--- config.mk ---
export PLATFORM = sky130hd
export DESIGN_NAME = atom_ps2_keyboard
export DESIGN_NICKNAME = d
export VERILOG_FILES = /design/src/rtl/atom_ps2_keyboard.sv
export SDC_FILE = /design/constraint.sdc
export NUM_CORES = 1
export LEC_CHECK = 0
export BUFFER_PORTS_ARGS = -buffer_cell sky130_fd_sc_hd__buf_4
export CORE_MARGIN = 4
export CORE_UTILIZATION = 49
export DETAILED_ROUTE_END_ITERATION = 10
export GPL_TIMING_DRIVEN = 0
export PLACE_DENSITY_LB_ADDON = 0.12
export SYNTH_ARGS = -nofsm -noshare
export SYNTH_HDL_FRONTEND = slang
export SYNTH_SLANG_ARGS = --single-unit
--- constraint.sdc ---
create_clock -name clk -period 5.98 [get_ports clk]
set_input_delay 0 -clock clk [delete_from_list [all_inputs] [get_ports clk]]
set_output_delay 0 -clock clk [all_outputs]
set_load 0.02 [all_outputs]
--- src/rtl/atom_ps2_keyboard.sv ---
// atom_ps2_keyboard
//   PS/2 keyboard front end for the Atom PIA keyboard scan. Receives PS/2 scan
//   codes, keeps a 10x6 key matrix and returns active-low column bits for the
//   row the CPU selects on PIA port A[3:0]. Everything runs on the CPU clock.
//
// Parameters
//   CLKSPEED    clk frequency in Hz (sets the frame timeout length)
//   TIMEOUT_US  idle time inside a frame before the frame is discarded
//   FILTER_LEN  cycles ps2_clk must be stable before an edge is accepted
//
// Ports
//   clk        in   system (CPU) clock
//   reset_n    in   asynchronous active-low reset
//   ps2_clk    in   PS/2 clock, asynchronous
//   ps2_data   in   PS/2 data, asynchronous
//   row        in   [3:0] row select from PIA port A
//   keyboard   out  [5:0] active-low column bits for the selected row
//   shift_n    out  low while either SHIFT key is held
//   ctrl_n     out  low while either CTRL key is held
//   rept_n     out  low while ALT (REPT) is held
//   frame_err  out  one-cycle pulse on parity/start/stop error or timeout
//   break_n    out  active-low BREAK request
//
// Configuration
//   ATOM_KBD_BREAK_EN  when defined, F12 (0x07) drives break_n low while held.
//                      When undefined, break_n is tied high and 0x07 is unmapped.

module atom_ps2_keyboard #(
    parameter int CLKSPEED   = 25000000,
    parameter int TIMEOUT_US = 200,
    parameter int FILTER_LEN = 8
) (
    input  logic       clk,
    input  logic       reset_n,
    input  logic       ps2_clk,
    input  logic       ps2_data,
    input  logic [3:0] row,
    output logic [5:0] keyboard,
    output logic       shift_n,
    output logic       ctrl_n,
    output logic       rept_n,
    output logic       frame_err,
    output logic       break_n
);
    localparam longint TIMEOUT_CYC = (longint'(TIMEOUT_US) * longint'(CLKSPEED)) / 64'd1000000;
    localparam int     TO_W        = $clog2(TIMEOUT_CYC + 1);
    localparam int     FW          = (FILTER_LEN > 1) ? $clog2(FILTER_LEN) : 1;

    typedef enum logic [1:0] {RX_IDLE, RX_DATA, RX_PARITY, RX_STOP} rx_state_e;
    typedef enum logic [2:0] {K_NONE, K_MATRIX, K_SHIFT, K_CTRL, K_REPT, K_BREAK} key_kind_e;
    typedef struct packed {
        key_kind_e  kind;
        logic [3:0] row;
        logic [2:0] col;
    } key_t;

    // ---------------- synchronisers and ps2_clk glitch filter ----------------
    logic [1:0]    clk_sync_q, dat_sync_q;
    logic [FW-1:0] filt_cnt_q;
    logic          filt_q;
    logic          differ, settle, fall, dat;

    assign differ = clk_sync_q[1] != filt_q;
    assign settle = differ && (filt_cnt_q == FW'(FILTER_LEN - 1));
    assign fall   = settle && filt_q;
    assign dat    = dat_sync_q[1];

    always_ff @(posedge clk or negedge reset_n) begin
        if (!reset_n) begin
            clk_sync_q <= 2'b11;
            dat_sync_q <= 2'b11;
            filt_cnt_q <= '0;
            filt_q     <= 1'b1;
        end else begin
            // NOTE: non-blocking assignments so every flop in the chain samples
            // the value from before the edge; blocking would collapse the stages.
            clk_sync_q <= {clk_sync_q[0], ps2_clk};
            dat_sync_q <= {dat_sync_q[0], ps2_data};
            if (!differ) begin
                filt_cnt_q <= '0;
            end else if (settle) begin
                filt_q     <= clk_sync_q[1];
                filt_cnt_q <= '0;
            end else begin
                filt_cnt_q <= filt_cnt_q + 1'b1;
            end
        end
    end

    // ---------------- receiver FSM ----------------
    // The start bit is consumed by the IDLE state; RX_DATA collects bits 0..7.
    rx_state_e     rx_state_q;
    logic [2:0]    bit_cnt_q;
    logic [7:0]    sr_q, byte_q;
    logic [TO_W-1:0] to_cnt_q;
    logic          byte_valid_q, frame_err_q, timeout;

    assign timeout = (rx_state_q != RX_IDLE) && !fall && (to_cnt_q == TO_W'(1));

    always_ff @(posedge clk or negedge reset_n) begin
        if (!reset_n) begin
            rx_state_q   <= RX_IDLE;
            bit_cnt_q    <= '0;
            sr_q         <= '0;
            byte_q       <= '0;
            to_cnt_q     <= '0;
            byte_valid_q <= 1'b0;
            frame_err_q  <= 1'b0;
        end else begin
            byte_valid_q <= 1'b0;
            frame_err_q  <= 1'b0;
            if (fall)
                to_cnt_q <= TO_W'(TIMEOUT_CYC);
            else if (rx_state_q != RX_IDLE && to_cnt_q != '0)
                to_cnt_q <= to_cnt_q - 1'b1;

            if (timeout) begin
                rx_state_q  <= RX_IDLE;
                frame_err_q <= 1'b1;
            end else if (fall) begin
                case (rx_state_q)
                    RX_IDLE: if (!dat) begin
                        rx_state_q <= RX_DATA;
                        bit_cnt_q  <= '0;
                    end
                    RX_DATA: begin
                        sr_q      <= {dat, sr_q[7:1]};
                        bit_cnt_q <= bit_cnt_q + 1'b1;
                        if (bit_cnt_q == 3'd7) rx_state_q <= RX_PARITY;
                    end
                    RX_PARITY: begin
                        if (^{sr_q, dat}) begin
                            rx_state_q <= RX_STOP;
                        end else begin
                            rx_state_q  <= RX_IDLE;
                            frame_err_q <= 1'b1;
                        end
                    end
                    default: begin
                        rx_state_q <= RX_IDLE;
                        if (dat) begin
                            byte_valid_q <= 1'b1;
                            byte_q       <= sr_q;
                        end else begin
                            frame_err_q <= 1'b1;
                        end
                    end
                endcase
            end
        end
    end

    // ---------------- scan code map ----------------
    function automatic key_t kbd_map(input logic [8:0] code);
        key_t k;
        // NOTE: every field gets a default first so no path leaves anything
        // unassigned (in always_comb that would infer a latch).
        k = '{kind: K_MATRIX, row: 4'd0, col: 3'd0};
        case (code)
            9'h012, 9'h059: k.kind = K_SHIFT;
            9'h014, 9'h114: k.kind = K_CTRL;
            9'h011, 9'h111: k.kind = K_REPT;
`ifdef ATOM_KBD_BREAK_EN
            9'h007:         k.kind = K_BREAK;
`endif
            9'h076: {k.row, k.col} = {4'd0, 3'd5};  9'h015: {k.row, k.col} = {4'd0, 3'd4};
            9'h034: {k.row, k.col} = {4'd0, 3'd3};  9'h04E: {k.row, k.col} = {4'd0, 3'd2};
            9'h026: {k.row, k.col} = {4'd0, 3'd1};
            9'h01A: {k.row, k.col} = {4'd1, 3'd5};  9'h04D: {k.row, k.col} = {4'd1, 3'd4};
            9'h01C: {k.row, k.col} = {4'd1, 3'd3};  9'h041: {k.row, k.col} = {4'd1, 3'd2};
            9'h01E: {k.row, k.col} = {4'd1, 3'd1};
            9'h035: {k.row, k.col} = {4'd2, 3'd5};  9'h044: {k.row, k.col} = {4'd2, 3'd4};
            9'h024: {k.row, k.col} = {4'd2, 3'd3};  9'h04C: {k.row, k.col} = {4'd2, 3'd2};
            9'h016: {k.row, k.col} = {4'd2, 3'd1};  9'h175: {k.row, k.col} = {4'd2, 3'd0};
            9'h022: {k.row, k.col} = {4'd3, 3'd5};  9'h031: {k.row, k.col} = {4'd3, 3'd4};
            9'h023: {k.row, k.col} = {4'd3, 3'd3};  9'h052: {k.row, k.col} = {4'd3, 3'd2};
            9'h045: {k.row, k.col} = {4'd3, 3'd1};  9'h16B: {k.row, k.col} = {4'd3, 3'd0};
            9'h01D: {k.row, k.col} = {4'd4, 3'd5};  9'h03A: {k.row, k.col} = {4'd4, 3'd4};
            9'h021: {k.row, k.col} = {4'd4, 3'd3};  9'h046: {k.row, k.col} = {4'd4, 3'd2};
            9'h066: {k.row, k.col} = {4'd4, 3'd1};  9'h058: {k.row, k.col} = {4'd4, 3'd0};
            9'h02A: {k.row, k.col} = {4'd5, 3'd5};  9'h04B: {k.row, k.col} = {4'd5, 3'd4};
            9'h032: {k.row, k.col} = {4'd5, 3'd3};  9'h03E: {k.row, k.col} = {4'd5, 3'd2};
            9'h169: {k.row, k.col} = {4'd5, 3'd1};  9'h055: {k.row, k.col} = {4'd5, 3'd0};
            9'h03C: {k.row, k.col} = {4'd6, 3'd5};  9'h042: {k.row, k.col} = {4'd6, 3'd4};
            9'h02B: {k.row, k.col} = {4'd6, 3'd3};  9'h03D: {k.row, k.col} = {4'd6, 3'd2};
            9'h05A: {k.row, k.col} = {4'd6, 3'd1};  9'h054: {k.row, k.col} = {4'd6, 3'd0};
            9'h02C: {k.row, k.col} = {4'd7, 3'd5};  9'h03B: {k.row, k.col} = {4'd7, 3'd4};
            9'h033: {k.row, k.col} = {4'd7, 3'd3};  9'h036: {k.row, k.col} = {4'd7, 3'd2};
            9'h049: {k.row, k.col} = {4'd7, 3'd1};  9'h05D: {k.row, k.col} = {4'd7, 3'd0};
            9'h01B: {k.row, k.col} = {4'd8, 3'd5};  9'h043: {k.row, k.col} = {4'd8, 3'd4};
            9'h02D: {k.row, k.col} = {4'd8, 3'd3};  9'h02E: {k.row, k.col} = {4'd8, 3'd2};
            9'h04A: {k.row, k.col} = {4'd8, 3'd1};  9'h05B: {k.row, k.col} = {4'd8, 3'd0};
            9'h025: {k.row, k.col} = {4'd9, 3'd5};  9'h00E: {k.row, k.col} = {4'd9, 3'd4};
            9'h029: {k.row, k.col} = {4'd9, 3'd0};
            default: k.kind = K_NONE;
        endcase
        return k;
    endfunction

    // ---------------- decoder and key state ----------------
    logic [5:0] matrix_q [0:9];
    logic       brk_q, ext_q, shift_key_q, ctrl_key_q, rept_key_q;
    key_t       key;

    assign key = kbd_map({ext_q, byte_q});

    always_ff @(posedge clk or negedge reset_n) begin
        if (!reset_n) begin
            // NOTE: the matrix is a handful of flops that must read "no key"
            // straight out of reset, so it is reset rather than treated as RAM.
            for (int r = 0; r < 10; r++) matrix_q[r] <= '0;
            brk_q       <= 1'b0;
            ext_q       <= 1'b0;
            shift_key_q <= 1'b0;
            ctrl_key_q  <= 1'b0;
            rept_key_q  <= 1'b0;
        end else if (byte_valid_q) begin
            if (byte_q == 8'hF0) begin
                brk_q <= 1'b1;
            end else if (byte_q == 8'hE0) begin
                ext_q <= 1'b1;
            end else begin
                case (key.kind)
                    K_MATRIX: matrix_q[key.row][key.col] <= !brk_q;
                    K_SHIFT:  shift_key_q <= !brk_q;
                    K_CTRL:   ctrl_key_q  <= !brk_q;
                    K_REPT:   rept_key_q  <= !brk_q;
                    default:  ;
                endcase
                brk_q <= 1'b0;
                ext_q <= 1'b0;
            end
        end
    end

`ifdef ATOM_KBD_BREAK_EN
    logic break_key_q;

    always_ff @(posedge clk or negedge reset_n) begin
        if (!reset_n)
            break_key_q <= 1'b0;
        else if (byte_valid_q && byte_q != 8'hF0 && byte_q != 8'hE0 && key.kind == K_BREAK)
            break_key_q <= !brk_q;
    end

    assign break_n = ~break_key_q;
`else
    assign break_n = 1'b1;
`endif

    // Combinational read of registered state: a row change is visible at once.
    assign keyboard  = (row > 4'd9) ? 6'h3F : ~matrix_q[row];
    assign shift_n   = ~shift_key_q;
    assign ctrl_n    = ~ctrl_key_q;
    assign rept_n    = ~rept_key_q;
    assign frame_err = frame_err_q;

endmodule

==> impl_metrics.yaml, run 1 <==
status:
  status: "completed"
layout:
  nets: 713
  nFillCells: 1188
  design_area_um2: 7130
  multiInputGateArea_um2: 3350
  layout.cells.non_filler: 876
  areaGrowthSynthToFinish_pct: 11.0
  insertedDiodeCount: 0
  drive_gt1_share_pct: 15.8
  seq_area_um2: 2730
timing:
  finalHoldViolCount: 0
  setup_viol: 0
  post-route-period-util_pct: 63.4
  worst_slew_pin_slew_ns: 1.19
  final_max_slew_viol_count: 0
  setup_slack_ns: 2.19
  maxSlewHeadroom_pct: 20.4
  fmaxAchievable_mhz: 264
  period_needed_ns: 3.79
  fin_hold_ws_ns: 0.0857
  rsz0062_at_grt: "no"
  finClkSkew_ns: 0.00813
  tns_ns: 0
synth:
  synth_area_per_cell_um2: 9.61
  async_flop_share_pct: 100
  synth_area_leaders: "dfrtp_1 (41%), mux4_2 (4.2%), mux2_2 (3.9%)"
  synth.distinct_cells: 76
  synth_top_cell_area_share_pct: 40.5
  syn_nets: 682
  synthFlopType: "dfrtp_1"
  netlist_instances: 668
  synth_seq_cells: 109
  ys_seq_area_share_pct: 42.6
  synth-edff-count: 0
  yosysTopAreaCell: "dfrtp_1"
  synthesis.area_um2: 6420
  yosysWarnings: 0
pwr:
  p_sw_mw: 0.343
  swShare_pct: 23.5
  p_leak_nw: 3.01
  clkPwrFrac_pct: 42.6
  power_density_nw_per_um2: 205
  power_frac_seq_pct: 52.2
  pwr-share-comb_pct: 5.1
  power.internal_mw: 1.12
  ir_drop_mv: 0.152
critical_path:
  rr_worst_depth: 10
  r2r_slack_ns: 2.19
  r2r-end: "matrix_q[59]"
  crit_chain: "buf_2, buf_2, buf_2, nor4bb_1, a2bb2oi_1, o211ai_1, nand2_1, clkbuf_1, o21ai_0, o31ai_1"
  crit_slowest_cell: "o211ai_1"
  worstReg2RegStart: "byte_q[0]"
  max_stage_delay_ns: 0.75
  crit_required_ns: 6.21
  arrival_ns: 4.02
  path_max_fanout: 10
  crit_type: "reg -> reg"
  cp-start-kind: "flip-flop"
  cp_common_cell: "buf_2"
  end_kind: "flip-flop"
place:
  placement.io_buffers: 16
  dp.cells: 856
  placed_cell_area_um2: 6760
  place_ws_ns: 2.30
  hpwl_mm: 12.7
  gp_congestion: 0.938
clock_tree:
  cts_buffer_depth: 2
  cts_buffers: 9
  clk_latency_ns: 0.36
  path_clk_slew_ns: 0.08
  cts_tree: "built"
  cts_resized: 0
  htree_levels: 3
  cts_sinks: 109
  cts_root_buf: "clkbuf_16"
min_path:
  hp-class: "in -> async"
die:
  die_h_um: 122
  core_area_um2: 12700
  die_area_um2: 15000
  start_util_pct: 50.5
  io_pins: 19
  die_w_um: 122
  num_rows: 41
job:
  max_cap_viol_count: 0
routing:
  firstDrtPassIters: 5
  drtIter0Drc: 558
  final_antenna_net_count: 0
  totalWireLength_mm: 17.7
  wl_per_cell_um: 20.3
  vias: 5562
  drc: 0
  routed_via_density: 6.35
grt:
  grt_max_degree: 110
  overflow: 0
  grt_first_pass_wirelength_mm: 28.5
  grt_use_total_pct: 24.5
  first_global_vias: 5300
  antenna_found_initial: 0
-- final cells by class --
cell class / count / area share [%]
plain buffers: 59 / 3.86
multi-input cells: 483 / 47.0
well taps: 172 / 3.02
clock inverters: 7 / 1.18
repair buffers: 20 / 2.55
clock buffers: 9 / 3.16
flip-flops and latches: 109 / 38.4
inverters: 17 / 0.895
-- per-layer routing --
metal  vias up  share of wire [%]  global-route usage (%)
li1       2575                  -                       -
met3        34                6.6                    5.35
met5         -                  0                       0
met4         0                1.9                    7.84
met2       223                 46                    37.4
met1      2730                 45                    34.8
-- sequential cells by signal, indices dropped and copies added (netlist names), 2 cells and up --
| name | cells |
|---|---|
| bit_cnt_q | 3 |
| rx_state_q | 2 |
| matrix_q | 60 |
| filt_cnt_q | 3 |
| sr_q | 8 |
| clk_sync_q | 2 |
| dat_sync_q | 2 |
| to_cnt_q | 13 |
| byte_q | 8 |
-- through the flow --
stage / utilization [%] / power [mW]
3_3_place_gp: 53.1 / 0.845
3_5_place_dp: 53.1 / 0.849
4_1_cts: 55.7 / 1.47
2_1_floorplan: - / 0.816
5_1_grt: 56.0 / 1.52
6_report: 56.0 / 1.46
-- kinds of logic (layout without fill, tap and decap cells) --
logic type,after synthesis,after routing,synth area share (%)
buf+inv,76,112,5.28
simple gates,220,220,19.3
fa+ha+maj,6,6,1.17
flops,109,109,42.6
xor+xnor,19,19,2.59
other cells,1,1,0.0584
compound gates,195,195,19.8
mux,42,42,9.31
-- synthesized netlist by cell type, types with 5 or more instances --
master / instances
a21o_1: 7
a21oi_1: 35
a221oi_1: 6
a31oi_1: 25
and3_1: 8
buf_2: 19
buf_4: 6
clkbuf_1: 32
dfrtp_1: 104
dfstp_2: 5
ha_1: 6
inv_1: 17
mux2_2: 22
mux2i_1: 8
mux4_2: 12
nand2_1: 44
nand2b_1: 13
nand3_1: 19
nand4_1: 10
nor2_1: 35
nor2b_1: 13
nor3_1: 15
nor4_1: 10
o21ai_0: 41
o21ai_1: 6
o22ai_1: 9
o31ai_1: 31
or3_1: 11
xnor2_1: 16
-- timing repair --
action                    in CTS  in global routing
hold buffers                   2                  1
hold endpoints to repair       2                104
setup buffers                  0                  0
-- how the worst max path moves through the flow --
stage / from / to / cells past startpoint
finish: byte_q[0] / matrix_q[59] / 10
global route: byte_q[6] / matrix_q[50] / 9
CTS: byte_q[6] / matrix_q[52] / 9
detailed placement: byte_q[6] / matrix_q[52] / 9
global placement: byte_q[6] / matrix_q[50] / 9
floorplan: byte_q[5] / matrix_q[26] / 11
-- cell usage in the layout, fill, tap and decap left out, types with 7 or more instances in the layout --
master,n
nand2_1,44
clkbuf_16,9
nor3_1,15
inv_1,17
mux4_2,12
nor2_1,35
a21oi_1,35
o31ai_1,31
a31oi_1,25
clkbuf_1,32
o22ai_1,9
dfrtp_1,104
nand4_1,10
buf_2,19
mux2_2,22
o21ai_0,41
xnor2_1,16
buf_4,21
nand2b_1,13
or3_1,11
nor4_1,10
and3_1,8
nand3_1,19
mux2i_1,8
a21o_1,7
nor2b_1,13
-- power groups by stage --
stage	clock network (mW)	registers (mW)	logic, mW
floorplan	0	0.775	0.0411
global placement	0	0.776	0.0697
global route	0.667	0.764	0.0837
finish	0.622	0.762	0.0747
CTS	0.634	0.762	0.0733
detailed placement	0	0.777	0.0724
-- worst max-delay path: cells and delay by family (launching register included) --
kind	cells	cell delay, ns
AOI/OAI and AO/OA	4	1.20
DFF	1	0.36
buffers and inverters	4	1.06
and+or+nand+nor	2	1.04
Note: power is estimated with default switching activity, not from simulation.
==> inputs of run 2 (changes only) <==
--- a/config.mk
+++ b/config.mk
@@ -5,6 +5,7 @@
 export SDC_FILE = /design/constraint.sdc
 export NUM_CORES = 1
 export LEC_CHECK = 0
+export ABC_AREA = 1
 export BUFFER_PORTS_ARGS = -buffer_cell sky130_fd_sc_hd__buf_4
 export CORE_MARGIN = 4
 export CORE_UTILIZATION = 49
==> constraint.sdc (replaced) <==
create_clock -name clk -period 3.15 [get_ports clk]
set_input_delay 0 -clock clk [delete_from_list [all_inputs] [get_ports clk]]
set_output_delay 0 -clock clk [all_outputs]
set_load 0.02 [all_outputs]
==> run 2 against run 1 <==
  * Clock skew is 0.00085 ns lower
  * Critical path type unchanged
  * Largest cell class unchanged
  * Cell count is 23% higher
  * Global-route usage is 1.8 points higher
  * Critical endpoint is now matrix_q[36]
==> impl_metrics.yaml, run 2 <==
synth:
  synthesis.area_um2: 6260
  netlist_instances: 868
  synth_area_per_cell_um2: 7.21
  ys_seq_area_share_pct: 43.7
  synth_seq_cells: 109
  async_flop_share_pct: 100
  yosysTopAreaCell: "dfrtp_1"
  yosysWarnings: 0
  synth.most_common_cell: "nand2_1"
  synth_area_leaders: "dfrtp_1 (42%), nand2_1 (14%), nand3_1 (7.2%)"
  synth_top_cell_area_share_pct: 41.6
  yosys-top-cells-count: "nand2_1 (233), dfrtp_1 (104), nor2_1 (101)"
  synthFlopType: "dfrtp_1"
  synth-edff-count: 0
  synth.distinct_cells: 30
  syn_nets: 882
die:
  io_pins: 19
  die_w_um: 121
  start_util_pct: 49.8
  core_area_um2: 12600
  die_area_um2: 14600
  num_rows: 41
  die_h_um: 121
critical_path:
  cp-start-kind: "flip-flop"
  r2r-end: "matrix_q[36]"
  worstReg2RegStart: "byte_q[3]"
  crit_required_ns: 3.40
  r2r_slack_ns: 0.52
  end_kind: "flip-flop"
  arrival_ns: 2.88
  path_max_fanout: 10
  crit_type: "reg -> reg"
  rr_worst_depth: 13
min_path:
  hp-class: "in -> async"
routing:
  totalWireLength_mm: 18.4
  drtIter0Drc: 773
  wl_per_cell_um: 17.1
  routed_via_density: 5.75
  firstDrtPassIters: 6
  vias: 6189
  final_antenna_net_count: 0
  drc: 0
clock_tree:
  cts_resized: 0
  cts_buffers: 9
  path_clk_slew_ns: 0.07
  htree_levels: 3
  cts_tree: "built"
  cts_root_buf: "clkbuf_16"
  clk_latency_ns: 0.36
  cts_buffer_depth: 2
  postCtsSetupRepairBufs: 0
  cts_sinks: 109
timing:
  post-route-period-util_pct: 83.5
  fin_hold_ws_ns: 0.135
  finalHoldViolCount: 0
  finClkSkew_ns: 0.00728
  rsz0062_at_grt: "no"
  setup_viol: 0
  final_max_slew_viol_count: 0
  worst_slew_pin_slew_ns: 0.811
  maxSlewHeadroom_pct: 45.7
  fmaxAchievable_mhz: 380
  tns_ns: 0
  period_needed_ns: 2.63
layout:
  nFillCells: 1253
  nets: 914
  regMostFlops: "matrix_q"
  drive_gt1_share_pct: 6.30
  areaGrowthSynthToFinish_pct: 11.7
  largest_reg_flops: 60
  top_regs: "matrix_q x60, to_cnt_q x13"
  seq_area_um2: 2730
  utilization_pct: 55.6
  design_area_um2: 6990
  multiInputGateArea_um2: 3030
  layout.cells.non_filler: 1077
  insertedDiodeCount: 0
  mostFrequentLayoutCells: "nand2_1 (233), dfrtp_1 (104), nor2_1 (101), nand3_1 (90), inv_1 (64)"
  final_common_cell: "nand2_1"
place:
  hpwl_mm: 13.0
  dp.cells: 1057
  gp_congestion: 1.01
  placement.io_buffers: 17
  placed_cell_area_um2: 6600
job:
  max_cap_viol_count: 0
grt:
  first_global_vias: 5917
  grt_max_degree: 110
  grt_first_pass_wirelength_mm: 30.3
  antenna_found_initial: 0
  grt_use_total_pct: 26.3
  overflow: 0
pwr:
  power_density_nw_per_um2: 417
  p_leak_nw: 3.42
  ir_drop_mv: 0.527
status:
  status: "completed"
==> run 2: changes by cell type after synthesis, sizes merged, moves of 18 or more <==
cell | before | now
a21oi | 35 | 17
a31oi | 25 | 2
inv | 17 | 65
mux2 | 22 | 0
nand2 | 46 | 233
nand3 | 19 | 90
nand4 | 10 | 57
nor2 | 35 | 104
o31ai | 31 | 1
==> run 2: how the worst max path moves through the flow <==
stage | start | end | slack, ns | cells after the start
floorplan | byte_q[6] | matrix_q[10] | 1.20 | 14
global placement | byte_q[6] | matrix_q[32] | 0.58 | 14
detailed placement | byte_q[6] | matrix_q[36] | 0.58 | 14
CTS | byte_q[6] | matrix_q[36] | 0.56 | 14
global route | byte_q[6] | matrix_q[36] | 0.26 | 14
finish | byte_q[3] | matrix_q[36] | 0.52 | 13
==> run 2: what timing repair did <==
action | 4_1_cts | 5_1_grt
setup endpoints to repair | 0 | 0
endpoints found under the hold margin | 2 | 46
hold buffers | 2 | 1
==> run 2: metal layers <==
metal  GRT usage, %  vias to the layer above  wire length, um
met5              0                        -                0
met4           7.65                        0              397
met3           5.31                       25             1350
met2           43.6                      242             8900
met1           35.0                     2959             7800
li1               -                     2963                -
==> run 2: logic make-up after synthesis <==
logic type      share of synthesized area [%]
fa+ha+maj                                1.20
simple gates                             36.4
flops                                    43.7
other cells                            0.0599
compound gates                           9.40
buf+inv                                  7.80
xor+xnor                                 1.40
==> run 2: final cells by class <==
class	instances	area share [%]
Buffer	51	3.44
Clock buffer	11	3.47
Clock inverter	5	1.20
Inverter	66	3.55
Multi-Input combinational cell	642	43.4
Sequential cell	109	39.1
Tap cell	172	3.08
Timing Repair Buffer	21	2.70
==> run 2: per-stage QoR <==
| stage | power (mW) | worst slack (ns) |
|---|---|---|
| after CTS | 2.95 | 0.562 |
| after floorplan | 1.60 | 1.20 |
| final | 2.92 | 0.521 |
| after global placement | 1.68 | 0.581 |
| after global routing | 3.04 | 0.258 |
| after detailed placement | 1.69 | 0.581 |
==> run 2: worst max-delay path, stage by stage (launching register included) <==
cell and delay [ns]:
dfrtp_1 0.39, inv_1 0.11, nor2_2 0.18, nand3_1 0.36, nor3_1 0.52, nor2_1 0.10, nand3_1 0.10, nor2_1 0.06
nand2_1 0.07, buf_4 0.18, buf_4 0.21, nand3_1 0.10, nand2_1 0.09, nand2_1 0.05
==> run 2: power breakdown <==
part | switching [mW] | internal [mW]
logic | 0.138 | 0.0754
registers | 0.0217 | 1.44
clock network | 0.524 | 0.721
total | 0.684 | 2.23
==> inputs of run 3 (changes only) <==
==> constraint.sdc (replaced) <==
create_clock -name clk -period 2.5 [get_ports clk]
set_input_delay 0 -clock clk [delete_from_list [all_inputs] [get_ports clk]]
set_output_delay 0 -clock clk [all_outputs]
set_load 0.02 [all_outputs]
==> run 3 against run 2 <==
  * Final area increased by 2.2%
  * Worst setup slack got worse by 0.36 ns
  * Sequential power increased by 26%
  * Register-to-register slack got worse by 0.36 ns
  * Die area unchanged
  * Clock-buffer cell count unchanged
  * Non-clock buffer count increased by 1
  * Critical endpoint unchanged
  * Power increased by 26%
  * Sequential cell count unchanged
  * Global-route usage about the same
  * Cell count about the same
==> impl_metrics.yaml, run 3 (synthesis results as in run 2) <==
status:
  status: "completed"
timing:
  setup_viol: 0
  setup_slack_ns: 0.159
  fmaxAchievable_mhz: 427
  fin_hold_ws_ns: 0.138
  finClkSkew_ns: 0.00668
  period_needed_ns: 2.34
  tns_ns: 0
  post-route-period-util_pct: 93.6
  worst_slew_pin_slew_ns: 0.837
  finalHoldViolCount: 0
  final_max_slew_viol_count: 0
  maxSlewHeadroom_pct: 44.0
layout:
  mostFrequentLayoutCells: "nand2_1 (221), dfrtp_1 (104), nor2_1 (87), nand3_1 (84), o21ai_0 (63)"
  largest_reg_flops: 60
  utilization_pct: 56.8
  insertedDiodeCount: 0
  regMostFlops: "matrix_q"
  top_regs: "matrix_q x60, to_cnt_q x13"
  nets: 915
  final_common_cell: "nand2_1"
  drive_gt1_share_pct: 10.4
  areaGrowthSynthToFinish_pct: 14.2
die:
  num_rows: 41
  start_util_pct: 49.8
  die_h_um: 121
  die_w_um: 121
  core_area_um2: 12600
  io_pins: 19
  die_area_um2: 14600
job:
  max_cap_viol_count: 0
critical_path:
  crit_slowest_cell: "dfrtp_1"
  end_kind: "flip-flop"
  cp-start-kind: "flip-flop"
  critPathTopFamily: "simple AND/OR/NAND/NOR gates"
  crit_type: "reg -> reg"
  crit_cells: 14
  r2r_slack_ns: 0.16
  cp_common_cell: "nand2_1"
  crit_chain: "nor2_1, nand2_1, inv_1, nand2_1, o21ai_0, nor2_1, nand3_1, nor2_1, nand2_1, buf_4, buf_4, nand3_1, nand2_1, nand2_1"
  crit_buf_inv: 3
  rr_worst_depth: 14
  crit_required_ns: 2.75
  path_max_fanout: 10
  max_stage_delay_ns: 0.48
  arrival_ns: 2.59
routing:
  final_antenna_net_count: 0
  drtIter0Drc: 709
  firstDrtPassIters: 5
  routed_via_density: 5.76
  vias: 6205
  totalWireLength_mm: 18.5
  drc: 0
  wl_per_cell_um: 17.1
pwr:
  p_leak_nw: 3.44
  ir_drop_mv: 0.663
  power_density_nw_per_um2: 514
  power.total_mw: 3.67
place:
  place_ws_ns: -0.0690
  placement.io_buffers: 17
  hpwl_mm: 13.0
  gp_congestion: 1.01
clock_tree:
  htree_levels: 3
  cts_sinks: 109
  cts_tree: "built"
  cts_root_buf: "clkbuf_16"
  cts_buffers: 9
  cts_buffer_depth: 2
  clk_latency_ns: 0.36
  path_clk_slew_ns: 0.07
grt:
  grt_max_degree: 110
  grt_use_total_pct: 26.3
  grt_first_pass_wirelength_mm: 30.3
  first_global_vias: 5916
  antenna_found_initial: 0
  overflow: 0
min_path:
  hp-class: "in -> async"
==> run 3: path summary, 6_finish.rpt <==
check                         startpoint       endpoint
max                            byte_q[0]   matrix_q[36]
min                              reset_n   matrix_q[50]
max reg2reg                    byte_q[0]   matrix_q[36]
min reg2reg                dat_sync_q[0]  dat_sync_q[1]
max in group asynchronous        reset_n   to_cnt_q[12]
min in group clk                ps2_data  dat_sync_q[0]
==> run 3: power breakdown <==
part           leakage [nW]  internal [mW]  switching, mW  total, mW
sequential             1.50           1.81         0.0273       1.84
combinational          1.78         0.0950          0.174      0.269
clock                 0.152          0.908          0.656       1.56
==> run 3: layout make-up <==
class,count,area [um2]
inverters,66,248
fillers,1247,5430
multi-input cells,642,3180
flip-flops and latches,109,2730
well taps,172,215
clock buffers,11,243
repair buffers,22,196
clock inverters,5,83.8
plain buffers,51,246
==> run 3: per-layer routing <==
| metal | track usage [%] | wire length (um) | up-vias |
|---|---|---|---|
| li1 | - | - | 2975 |
| met1 | 35.0 | 7840 | 2969 |
| met2 | 43.5 | 8780 | 227 |
| met3 | 5.31 | 1310 | 34 |
| met4 | 7.86 | 540 | 0 |
| met5 | 0 | 0 | - |
==> run 3: worst reg2reg max path, stage by stage (launching register included) <==
cell and delay, ns:
dfrtp_1 0.48, nor2_1 0.28, nand2_1 0.30, inv_1 0.15
nand2_1 0.06, o21ai_0 0.07, nor2_1 0.05, nand3_1 0.08
nor2_1 0.05, nand2_1 0.06, buf_4 0.18, buf_4 0.22
nand3_1 0.11, nand2_1 0.09, nand2_1 0.05
==> run 3: timing repair <==
action,4_1_cts,5_1_grt
buffers inserted,0,1
hold buffers,2,1
endpoints found under the hold margin,2,46
pin swaps,0,1
endpoints found under the setup margin,50,55
gates resized for setup,3,43
==> run 3: per-stage QoR <==
step	instances	instance area, um2
floorplan	868	6260
global placement	1057	6600
detailed placement	1057	6600
CTS	1075	6960
global route	1078	7140
finish	1078	7140
